<file path="config.mk">
export PLATFORM = sky130hd
export DESIGN_NAME = mac_accum
export DESIGN_NICKNAME = d
export VERILOG_FILES = /design/src/rtl/cnn_pkg.sv /design/src/rtl/mac_accum_zp_mul.sv /design/src/rtl/mac_accum.sv
export SDC_FILE = /design/constraint.sdc
export NUM_CORES = 1
export LEC_CHECK = 0
export CAP_MARGIN = 15
export CORE_AREA = 2 2 150 152
export DETAILED_ROUTE_END_ITERATION = 12
export DIE_AREA = 0 0 152 154
export PLACE_DENSITY = 0.67
export SLEW_MARGIN = 30
export SYNTH_ARGS = -nofsm -noshare
export SYNTH_HDL_FRONTEND = slang
export SYNTH_SLANG_ARGS = --single-unit
</file>
<file path="constraint.sdc">
create_clock -name clk -period 7.2 [get_ports clk]
set_input_delay 1.44 -clock clk [delete_from_list [all_inputs] [get_ports clk]]
set_output_delay 1.44 -clock clk [all_outputs]
set_load 0.05 [all_outputs]
</file>
<file path="src/rtl/cnn_pkg.sv">
// -----------------------------------------------------------------------------
// cnn_pkg
// Shared definitions for the int8 CNN datapath (MAC accumulate and requantise
// stages).
//   DATA_W_DEF : default activation/weight width (signed int8)
//   ACC_W_DEF  : default accumulator / dot-product result width
//   q8_t       : signed DATA_W_DEF-bit activation/weight word
//   acc_t      : signed ACC_W_DEF-bit accumulator word
// -----------------------------------------------------------------------------
package cnn_pkg;

    localparam int DATA_W_DEF = 8;
    localparam int ACC_W_DEF  = 32;

    typedef logic signed [DATA_W_DEF-1:0] q8_t;
    typedef logic signed [ACC_W_DEF-1:0]  acc_t;

endpackage : cnn_pkg

</file>
<file path="src/rtl/mac_accum_zp_mul.sv">
// -----------------------------------------------------------------------------
// zp_mul
// Stage P of the MAC: registered zero-point subtract and multiply.
//   p = (act - zp) * wgt, with the subtract at DATA_W+1 bits and the product at
//   2*DATA_W+1 bits, so no input combination can overflow.
// Ports:
//   clk_i, rst_i    : clock, synchronous active-high reset
//   en_i            : stage advance; when low every register holds
//   valid_i, last_i : beat valid / final-beat flag
//   act_i, wgt_i    : signed activation and weight
//   zp_i            : signed activation zero point
//   p_o             : registered signed product
//   valid_o, last_o : registered valid / last flags aligned with p_o
// -----------------------------------------------------------------------------
module zp_mul
    import cnn_pkg::*;
#(
    parameter int DATA_W = DATA_W_DEF
) (
    input  logic                     clk_i,
    input  logic                     rst_i,
    input  logic                     en_i,
    input  logic                     valid_i,
    input  logic                     last_i,
    input  logic signed [DATA_W-1:0] act_i,
    input  logic signed [DATA_W-1:0] wgt_i,
    input  logic signed [DATA_W-1:0] zp_i,
    output logic signed [2*DATA_W:0] p_o,
    output logic                     valid_o,
    output logic                     last_o
);

    localparam int P_W = 2*DATA_W + 1;

    logic signed [DATA_W:0] diff;
    logic signed [P_W-1:0]  p_d;
    logic signed [P_W-1:0]  p_q;
    logic                   valid_q;
    logic                   last_q;

    // One extra bit so that e.g. -128 - 5 = -133 is representable.
    assign diff = (DATA_W+1)'(act_i) - (DATA_W+1)'(zp_i);
    assign p_d  = P_W'(diff) * P_W'(wgt_i);

    always_ff @(posedge clk_i) begin
        if (rst_i) begin
            p_q     <= '0;
            valid_q <= 1'b0;
            last_q  <= 1'b0;
        end else if (en_i) begin
            valid_q <= valid_i;
            if (valid_i) begin
                p_q    <= p_d;
                last_q <= last_i;
            end
        end
    end

    assign p_o     = p_q;
    assign valid_o = valid_q;
    assign last_o  = last_q;

endmodule : zp_mul

</file>
<file path="src/rtl/mac_accum.sv">
// -----------------------------------------------------------------------------
// mac_accum
// Streaming int8 multiply-accumulate. Each accepted (act, wgt) beat yields
// (act - act_zp) * wgt in stage P (zp_mul); stage A sums the products and, on
// the beat flagged in_last, loads the output register with the dot product and
// the current output-channel index, then clears the sum and advances the
// channel counter (wrapping after num_ch-1; num_ch of 0 or 1 keeps it at 0).
//
// Build option: define MAC_ACCUM_SAT_EN to saturate every accumulate to the
// ACC_W signed range and report any clamp on out_sat; otherwise additions wrap
// and out_sat is tied to 0.
//
// Ports:
//   clk, rst              : clock, synchronous active-high reset
//   in_valid / in_ready   : input beat handshake
//   in_act, in_wgt        : signed activation / weight
//   in_last               : final beat of the dot product
//   act_zp                : activation zero point (quasi-static)
//   num_ch                : channels per output pixel (quasi-static)
//   out_valid / out_ready : result handshake
//   out_acc, out_ch       : dot-product result and its channel index
//   out_sat               : result was clamped
//
// Handshakes: a transfer happens on a rising clk edge where valid && ready are
// both high. A producer holds valid and its data stable until that edge; ready
// may depend combinationally on the consumer's ready (in_ready on out_ready).
// -----------------------------------------------------------------------------
module mac_accum
    import cnn_pkg::*;
#(
    parameter int DATA_W = DATA_W_DEF,
    parameter int ACC_W  = ACC_W_DEF,
    parameter int CH_W   = 10
) (
    input  logic                     clk,
    input  logic                     rst,
    input  logic                     in_valid,
    output logic                     in_ready,
    input  logic signed [DATA_W-1:0] in_act,
    input  logic signed [DATA_W-1:0] in_wgt,
    input  logic                     in_last,
    input  logic signed [DATA_W-1:0] act_zp,
    input  logic [CH_W-1:0]          num_ch,
    output logic                     out_valid,
    input  logic                     out_ready,
    output logic signed [ACC_W-1:0]  out_acc,
    output logic [CH_W-1:0]          out_ch,
    output logic                     out_sat
);

    localparam int P_W = 2*DATA_W + 1;

    logic signed [P_W-1:0]   p;
    logic                    p_valid;
    logic                    p_last;
    logic                    stall;
    logic                    advance;
    logic                    accum;
    logic                    emit;
    logic                    ch_wrap;

    logic signed [ACC_W-1:0] sum;
    logic signed [ACC_W-1:0] acc_q,     acc_d;
    logic [CH_W-1:0]         ch_q,      ch_d;
    logic                    out_valid_q, out_valid_d;
    logic signed [ACC_W-1:0] out_acc_q, out_acc_d;
    logic [CH_W-1:0]         out_ch_q,  out_ch_d;

    // Only a completing dot product needs the output register, so only a last
    // product can be held up by a full, unaccepted output.
    assign stall    = p_valid && p_last && out_valid_q && !out_ready;
    assign advance  = !stall;
    assign in_ready = advance;
    assign accum    = p_valid && !p_last;
    assign emit     = p_valid && p_last && advance;

    zp_mul #(
        .DATA_W (DATA_W)
    ) u_zp_mul (
        .clk_i   (clk),
        .rst_i   (rst),
        .en_i    (advance),
        .valid_i (in_valid),
        .last_i  (in_last),
        .act_i   (in_act),
        .wgt_i   (in_wgt),
        .zp_i    (act_zp),
        .p_o     (p),
        .valid_o (p_valid),
        .last_o  (p_last)
    );

`ifdef MAC_ACCUM_SAT_EN
    // Sum at a width that cannot overflow, then clamp to the ACC_W range.
    localparam int S_W = ((ACC_W > P_W) ? ACC_W : P_W) + 1;

    logic signed [S_W-1:0] sum_wide;
    logic                  ovf;
    logic                  sat_q,     sat_d;
    logic                  out_sat_q, out_sat_d;

    assign sum_wide = S_W'(acc_q) + S_W'(p);
    // In range iff every bit from ACC_W-1 upwards equals the sign bit.
    assign ovf = !((&sum_wide[S_W-1:ACC_W-1]) || !(|sum_wide[S_W-1:ACC_W-1]));

    always_comb begin
        sum = sum_wide[ACC_W-1:0];
        if (ovf) begin
            sum = sum_wide[S_W-1] ? {1'b1, {(ACC_W-1){1'b0}}}
                                  : {1'b0, {(ACC_W-1){1'b1}}};
        end
    end

    // Sticky clamp flag for the dot product in progress; it restarts clear
    // once a result is emitted so the next dot product begins clean.
    always_comb begin
        sat_d     = sat_q;
        out_sat_d = out_sat_q;
        if (accum) begin
            sat_d = sat_q | ovf;
        end
        if (emit) begin
            out_sat_d = sat_q | ovf;
            sat_d     = 1'b0;
        end
    end

    always_ff @(posedge clk) begin
        if (rst) begin
            sat_q     <= 1'b0;
            out_sat_q <= 1'b0;
        end else begin
            sat_q     <= sat_d;
            out_sat_q <= out_sat_d;
        end
    end

    assign out_sat = out_sat_q;
`else
    // Two's-complement wrap at ACC_W bits.
    assign sum     = acc_q + ACC_W'(p);
    assign out_sat = 1'b0;
`endif

    // Compare at CH_W+1 bits so num_ch = 0 cannot underflow.
    assign ch_wrap = (({1'b0, ch_q} + (CH_W+1)'(1)) >= {1'b0, num_ch});

    always_comb begin
        acc_d       = acc_q;
        ch_d        = ch_q;
        out_valid_d = out_valid_q;
        out_acc_d   = out_acc_q;
        out_ch_d    = out_ch_q;
        if (out_valid_q && out_ready) begin
            out_valid_d = 1'b0;
        end
        if (accum) begin
            acc_d = sum;
        end
        // A drain in the same cycle is overridden here, keeping out_valid high.
        if (emit) begin
            out_valid_d = 1'b1;
            out_acc_d   = sum;
            out_ch_d    = ch_q;
            acc_d       = '0;
            ch_d        = ch_wrap ? '0 : ch_q + CH_W'(1);
        end
    end

    always_ff @(posedge clk) begin
        if (rst) begin
            acc_q       <= '0;
            ch_q        <= '0;
            out_valid_q <= 1'b0;
            out_acc_q   <= '0;
            out_ch_q    <= '0;
        end else begin
            acc_q       <= acc_d;
            ch_q        <= ch_d;
            out_valid_q <= out_valid_d;
            out_acc_q   <= out_acc_d;
            out_ch_q    <= out_ch_d;
        end
    end

    assign out_valid = out_valid_q;
    assign out_acc   = out_acc_q;
    assign out_ch    = out_ch_q;

endmodule : mac_accum

</file>
=== Word level (Yosys, flattened, before mapping) ===
Cells that the tools add are included.

* Output and inout bits: 45
* Logic and storage cells: 30
* Register bits after elaboration: 104

* Reduce and logical (&&, ||, !) cells: 12
* Multipliers: 1
* $lt $le $gt $ge: 1
* Bitwise gates (word level): 1
* Multiplexer cells: 3
* $add $sub $neg: 4

{| class="wikitable"
|+ Operator list
! kind !! number
|-
| $add A32 B17 Y32 || 1
|-
| $mul A9 B8 Y17 || 1
|-
| $add A10 B1 Y11 const B || 1
|-
| $ge A11 B10 Y1 || 1
|-
| $add A10 B1 Y10 const B || 1
|-
| $mux W10 || 1
|-
| $sub A8 B8 Y9 || 1
|-
| $logic_and A1 B1 Y1 || 6
|-
| $logic_not A1 Y1 || 3
|-
| $mux W1 || 2
|-
| $reduce_and A2 Y1 || 1
|-
| $reduce_bool A2 Y1 || 1
|-
| $reduce_or A2 Y1 || 1
|-
| $not A1 Y1 || 1
|}

=== Longest topological paths before layout ===
Gate-level depths: netlist of the first run.

* Depth in word-level cells: 6
* Mapped depth: 28
* Gate-level depth less buffers: 28

=== Modules after synthesis ===
A second synthesis of the first run with hierarchy kept.

* Cell total of the unflattened synthesis: 1076
* Area, all modules: 8804.7 um^2

{| class="wikitable"
|+ Modules (own cells, without submodules)
! module !! cells each !! area each (um^2) !! instances
|-
| mac_accum || 618 || 4890.9 || 1
|-
| zp_mul || 458 || 3913.8 || 1
|}

=== Least setup slack after synthesis of the first run ===
No wires, ideal clock.

* Path type: in2reg
* From: in in_act[0]
* To: reg u_zp_mul.p_q[15] (netlist: u_zp_mul.p_o[15])
* Library setup time: 62 ps
* Arrival: 6663 ps
* Path slack: 475 ps
* Cell stages on the path: 25
* Path through: inv_1 ha_1 fa_1 nor2b_1 o21ai_0 nand2b_1 a21o_1 a21o_1 a211oi_1 mux2i_1 nand2b_1 fa_1 inv_1 fa_1 fa_1 inv_1 fa_1 inv_1 ha_1 nand3_1 nand2_1 a41o_1 o211ai_1 or4_1 nand3_1

* Word-level cells in the longest chain between the ends: 2

{| class="wikitable"
|+ RTL lines
! element !! line !! source
|-
| from (decl) || mac_accum.sv:39 || <nowiki>input logic signed [DATA_W-1:0] in_act,</nowiki>
|-
| $sub A8 B8 Y9 || mac_accum_zp_mul.sv:42 || <nowiki>assign diff = (DATA_W+1)'(act_i) - (DATA_W+1)'(zp_i);</nowiki>
|-
| $mul A9 B8 Y17 || mac_accum_zp_mul.sv:43 || <nowiki>assign p_d = P_W'(diff) * P_W'(wgt_i);</nowiki>
|-
| to (signal assigned) || mac_accum_zp_mul.sv:53 || <nowiki>p_q <= p_d;</nowiki>
|-
| to (decl) || mac_accum_zp_mul.sv:37 || <nowiki>logic signed [P_W-1:0] p_q;</nowiki>
|}

Every way passes these cells.
A chain may end at the register's enable or synchronous reset.

=== Worst setup path after layout of the first run ===
* From: in act_zp[1]
* To: reg u_zp_mul.p_q[15] (netlist: u_zp_mul.p_o[15])

* Word-level cells in the longest chain between the ends: 2

{| class="wikitable"
|+ RTL lines
! element !! line !! source
|-
| from (decl) || mac_accum.sv:42 || <nowiki>input logic signed [DATA_W-1:0] act_zp,</nowiki>
|-
| $sub A8 B8 Y9 || mac_accum_zp_mul.sv:42 ||
|-
| $mul A9 B8 Y17 || mac_accum_zp_mul.sv:43 ||
|}

Every way passes these cells.

==> flow_summary.toml, run 1 <==
[clock_tree]
cts_sinks = 104
hold_buffers = 0
insertion_delay_ns = 0.35
cts_tree = "done"
clk_pin_slew_ns = 0.07
cts_max_level = 3
clockBufferDepth = 2
numCtsBuffers = 9
root_buffer = "clkbuf_16"

[logic_synthesis]
yosysMostFrequentCell = "nand2_1"
ys_seq_area_share_pct = 24.4
synth_ff_type = "dfxtp_1"
synth-edff-count = 0
synth_compound_area_share_pct = 16.2
synth_common_cells = "nand2_1, a21oi_1, inv_1, dfxtp_1, ha_1"
yosys.area_share.simple_pct = 19.9
synth_xor_area_share_pct = 5.75
syn_inst = 1045
synth_fp_nets = 1228
yosys-top-cells-area = "dfxtp_1, fa_1, ha_1, nand2_1, a21oi_1"
ys_types = 62
muxShareOfSynthArea_pct = 0.367
syn_area_sq_um = 8530
synth_area_per_cell_sq_um = 8.16
yosys.area.top_type = "dfxtp_1"
synth_top_area_share_pct = 24.4
yosysWarningCount = 0
synth_top_family_by_area = "adder cells"
synth-adder-area-share_pct = 26.7
synthArstFlopShare_pct = 0
synth_seq_cells = 104

[critical_path]
arrival_ns = 7.24
crit_path_max_fanout = 6
r2r_slack_ns = 3.78
path_class = "input port to flop"
cp.required_ns = 7.49
critPathCaptureType = "flop"
start_kind = "input port"

[final_layout]
diodes = 0
final_nets = 1339
layout-drive-gt1-share_pct = 8.79
area_growth_pct = 21.7
fin_area_sq_um = 10400

[routing]
drt-total-wl_microns = 18800
drt_iter0_drc = 305
drt-pass1-iter-count = 4
wl_per_cell_microns = 13.0
vias_per_cell = 4.98
ant_nets = 0
vias = 7182
drc = 0

[floorplan]
die_h_microns = 154
num_rows = 54
core-area_sq_um = 21700
die_w_microns = 152
initial_utilization_pct = 39.3
fp.dieArea_sq_um = 23400
io_pins = 84

[placement]
gp_congestion = 0.866
placed_cell_area_sq_um = 9910
io_buffers = 82
dpl.hpwl_microns = 14400

[pwr]
p_leak_nw = 4.68
power_frac_seq_pct = 18.6
vdd_drop_max_v = 0.000388
switchingPower_w = 0.00152
p_sw_share_pct = 42.0
power_density_nw_per_um2 = 348
power_frac_comb_pct = 68.1
intPower_w = 0.00209
clockPowerShare_pct = 13.3

[flow_run]
max_cap_violations = 0

[sta]
skew_ns = 0.00654
tns_ns = 0
fin_crit_sh_pct = 96.6
hold_viol = 0
fin_hold_ws_ns = 0.454
worst_slew_pin_slew_ns = 0.946
max_freq_mhz = 144
fin_crit_ns = 6.95
slew_headroom_pct = 36.8
setup_viol = 0
drv_slew = 0

[global_routing]
grt_pass1_vias = 7135
antenna_found_initial = 0
grt_max_degree = 70
grt.total_usage_pct = 16.4
grt_overflow = 0
grt_first_pass_wirelength_microns = 33100

[run_status]
status = "completed"

[min_path]
hp-class = "flop to flop"
## cell families after synthesis
kind of cell / after synthesis
other: 1
AND/OR/NAND/NOR: 363
buffers and inverters: 150
flip-flops: 104
AO/OA/AOI/OAI: 224
XOR/XNOR: 56
multiplexers: 3
adder cells (fa/ha/maj): 144
## critical path, stage by stage
cell	delay [ns]
clkdlybuf4s50_1	0.48
inv_1	0.05
ha_1	0.25
nor2b_1	0.13
o21ai_1	0.22
a21boi_2	0.10
o21ai_1	0.15
nand2b_1	0.09
a21o_1	0.19
a21oi_2	0.13
xnor2_1	0.10
buf_4	0.15
buf_12	0.12
and2_1	0.15
fa_1	0.53
fa_1	0.45
fa_1	0.54
inv_1	0.05
fa_1	0.53
inv_1	0.04
ha_2	0.36
nand3_1	0.08
nand2_1	0.07
a41o_1	0.13
o211ai_1	0.11
or4_1	0.52
nand3_1	0.09
## power groups by stage
stage / logic, W / registers [W] / clock network, W
floorplan: 0.00164 / 0.000689 / 0
global placement: 0.00229 / 0.000685 / 0
detailed placement: 0.00234 / 0.000686 / 0
CTS: 0.00235 / 0.000673 / 0.000490
global route: 0.00283 / 0.000679 / 0.000514
finish: 0.00246 / 0.000673 / 0.000481
## placed cells by master (no fill, tap or decap), types with 9 or more instances in the layout
| cell | Yosys | final |
|---|---|---|
| nand2_1 | 185 | 185 |
| a21oi_1 | 115 | 112 |
| inv_1 | 113 | 110 |
| dfxtp_1 | 104 | 104 |
| clkdlybuf4s50_1 | 0 | 81 |
| ha_1 | 81 | 77 |
| fa_1 | 63 | 62 |
| buf_4 | 1 | 54 |
| nor2_1 | 46 | 45 |
| xnor2_1 | 39 | 39 |
| a21o_1 | 28 | 28 |
| and2_1 | 28 | 28 |
| nor2b_1 | 24 | 22 |
| o21ai_0 | 25 | 21 |
| nand3_1 | 18 | 18 |
| nand2b_1 | 16 | 15 |
| xor2_1 | 17 | 15 |
| a211oi_1 | 14 | 12 |
| clkbuf_16 | 0 | 9 |
## flip-flops by register name, indices dropped and copies added (netlist names)
| signal | count |
|---|---|
| out_acc | 32 |
| u_zp_mul.last_o | 1 |
| out_valid | 1 |
| u_zp_mul.p_o | 17 |
| acc_q | 32 |
| u_zp_mul.valid_o | 1 |
| out_ch | 10 |
| ch_q | 10 |
## metal layers
metal,part of all wire [%],GRT usage (%),vias up
met5,0,0,-
met4,1.3,3.69,0
met3,2.4,2.09,19
met2,50,29.9,87
met1,46,20.8,3399
li1,-,-,3677
## worst paths after layout
check | from | to | cells after the start
max reg2reg | u_zp_mul.p_o[16] | acc_q[31] | 10
max | act_zp[1] | u_zp_mul.p_o[15] | 27
min reg2reg | out_ch[2] | out_ch[2] | 2
min | out_ch[2] | out_ch[2] | 2
## layout make-up
cell class	count	area, sq um
inverter	113	424
fill	2104	11300
multi-input combinational	791	5990
clock inverter	6	60.1
clock buffer	10	229
timing repair buffer	137	1240
sequential	104	2080
tap	280	350
## what timing repair did
action	in CTS	in global routing
buffers inserted	0	9
endpoints found under the setup margin	0	7
gates resized for setup	0	26
## through the flow
step	cells	setup slack, ns	total power (W)	utilization [%]
floorplan	1045	0.475	0.00233	-
global placement	1416	-0.0907	0.00297	45.7
detailed placement	1416	-0.253	0.00302	45.7
CTS	1432	0.0852	0.00351	47.0
global route	1441	-0.0843	0.00402	47.8
finish	1441	0.247	0.00361	47.8
(Power assumes the default switching activity.)
==> run 2: changes to the inputs <==
TNS_END_PERCENT = 30   (was unset)
==> results of run 2 <==
The final DEF is identical to that of run 1; final timing and power are the same.
==> run 3: changes to the inputs <==
RECOVER_POWER = 25   (was unset)
==> flow_summary.toml, run 3 (synthesized netlist as in run 1, its figures left out) <==
[pwr]
intPower_w = 0.00209
power_frac_seq_pct = 18.6
p_leak_nw = 4.67
power_density_nw_per_um2 = 349
clockPowerShare_pct = 13.3
p_sw_share_pct = 42.1
vdd_drop_max_v = 0.000388
switchingPower_w = 0.00152
total_power_w = 0.00362
power_frac_comb_pct = 68.1

[run_status]
violations = "capacitance limit, slew limit"
status = "complete, but fails checks"

[clock_tree]
insertion_delay_ns = 0.35
hold_buffers = 0
cts_max_level = 3
clockBufferDepth = 2
clk_pin_slew_ns = 0.07
root_buffer = "clkbuf_16"
cts_sinks = 104
numCtsBuffers = 9
cts_tree = "done"

[global_routing]
antenna_found_initial = 0
grt_overflow = 0
grt.total_usage_pct = 16.4
grt_max_degree = 70
grt_pass1_vias = 7135
grt_first_pass_wirelength_microns = 33100

[floorplan]
num_rows = 54
die_w_microns = 152
initial_utilization_pct = 39.3
core-area_sq_um = 21700
die_h_microns = 154
io_pins = 84
fp.dieArea_sq_um = 23400

[placement]
post-place-cells = 1416
gp_congestion = 0.866
dpl.hpwl_microns = 14400
io_buffers = 82

[critical_path]
crit_path_max_fanout = 6
critPathCaptureType = "flop"
start_kind = "input port"
arrival_ns = 7.24
cp.required_ns = 7.49
path_class = "input port to flop"

[routing]
wl_per_cell_microns = 13.0
vias_per_cell = 4.99
drt_iter0_drc = 316
ant_nets = 0
drc = 0
drt-pass1-iter-count = 4
drt-total-wl_microns = 18800
vias = 7192

[final_layout]
final_nets = 1339
final_common_cell = "nand2_1"
area_growth_pct = 21.6
layout_common_cells = "nand2_1, a21oi_1, inv_1"
fin_cells = 1441
n_fill_cell = 2109
diodes = 0
layout-drive-gt1-share_pct = 8.53

[sta]
skew_ns = 0.00707
hold_viol = 0
slew_headroom_pct = -31.7
fin_crit_sh_pct = 96.6
max_freq_mhz = 144
worst_slew_pin_slew_ns = 1.98
fin_crit_ns = 6.95
setup_viol = 0
drv_slew = 127
tns_ns = 0

[min_path]
hp-class = "flop to flop"

[flow_run]
max_cap_violations = 3
-- run 3: power by group through the flow --
| stage | registers [W] | logic, W | clock network, W |
|---|---|---|---|
| 2_1_floorplan | 0.000689 | 0.00164 | 0 |
| 6_report | 0.000673 | 0.00246 | 0.000482 |
| 3_5_place_dp | 0.000686 | 0.00234 | 0 |
| 5_1_grt | 0.000679 | 0.00283 | 0.000514 |
| 4_1_cts | 0.000673 | 0.00235 | 0.000490 |
| 3_3_place_gp | 0.000685 | 0.00229 | 0 |
-- run 3: layout make-up --
type | count | area, sq um | area share [%]
repair buffers | 137 | 1230 | 11.9
clock buffers | 10 | 229 | 2.21
well taps | 280 | 350 | 3.38
clock inverters | 6 | 60.1 | 0.579
multi-input cells | 791 | 5990 | 57.8
inverters | 113 | 424 | 4.09
flip-flops and latches | 104 | 2080 | 20.1
-- run 3: through the flow --
step	util [%]	instance area (sq um)	hold slack [ns]	worst slack, ns
final	47.8	10400	0.454	0.245
after global routing	47.8	10400	0.479	-0.0843
after global placement	45.7	9910	0.441	-0.0907
after detailed placement	45.7	9910	0.447	-0.253
after floorplan	-	8530	0.436	0.475
after CTS	47.0	10200	0.457	0.0852
-- run 3: what timing repair did --
item | in CTS | in global routing
gates resized for setup | 0 | 26
setup endpoints to repair | 0 | 7
setup buffers | 0 | 9
-- run 3: routing by layer --
metal  part of all wire, %  track usage, %  routed length (microns)
met3                   2.6            2.09                      484
met4                   1.3            3.69                      246
met2                    50            29.9                     9390
met5                     0               0                        0
met1                    46            20.8                     8640
-- run 3: path summary, 6_finish.rpt --
check | startpoint | end | slack [ns] | depth (start not counted)
hold reg to reg | out_ch[2] | out_ch[2] | 0.45 | 2
setup reg to reg | out_valid | acc_q[30] | 3.70 | 7
setup / recovery | act_zp[1] | u_zp_mul.p_o[15] | 0.25 | 27
hold / removal | out_ch[2] | out_ch[2] | 0.45 | 2
-- run 3: critical path, cell delays in order --
cell and delay (ns):
clkdlybuf4s50_1 0.48, inv_1 0.05, ha_1 0.25, nor2b_1 0.13
o21ai_1 0.22, a21boi_2 0.10, o21ai_1 0.15, nand2b_1 0.09
a21o_1 0.19, a21oi_2 0.13, xnor2_1 0.10, buf_4 0.15
buf_12 0.12, and2_1 0.15, fa_1 0.53, fa_1 0.45
fa_1 0.54, inv_1 0.05, fa_1 0.53, inv_1 0.04
ha_2 0.36, nand3_1 0.08, nand2_1 0.07, a41o_1 0.13
o211ai_1 0.11, or4_1 0.52, nand3_1 0.09
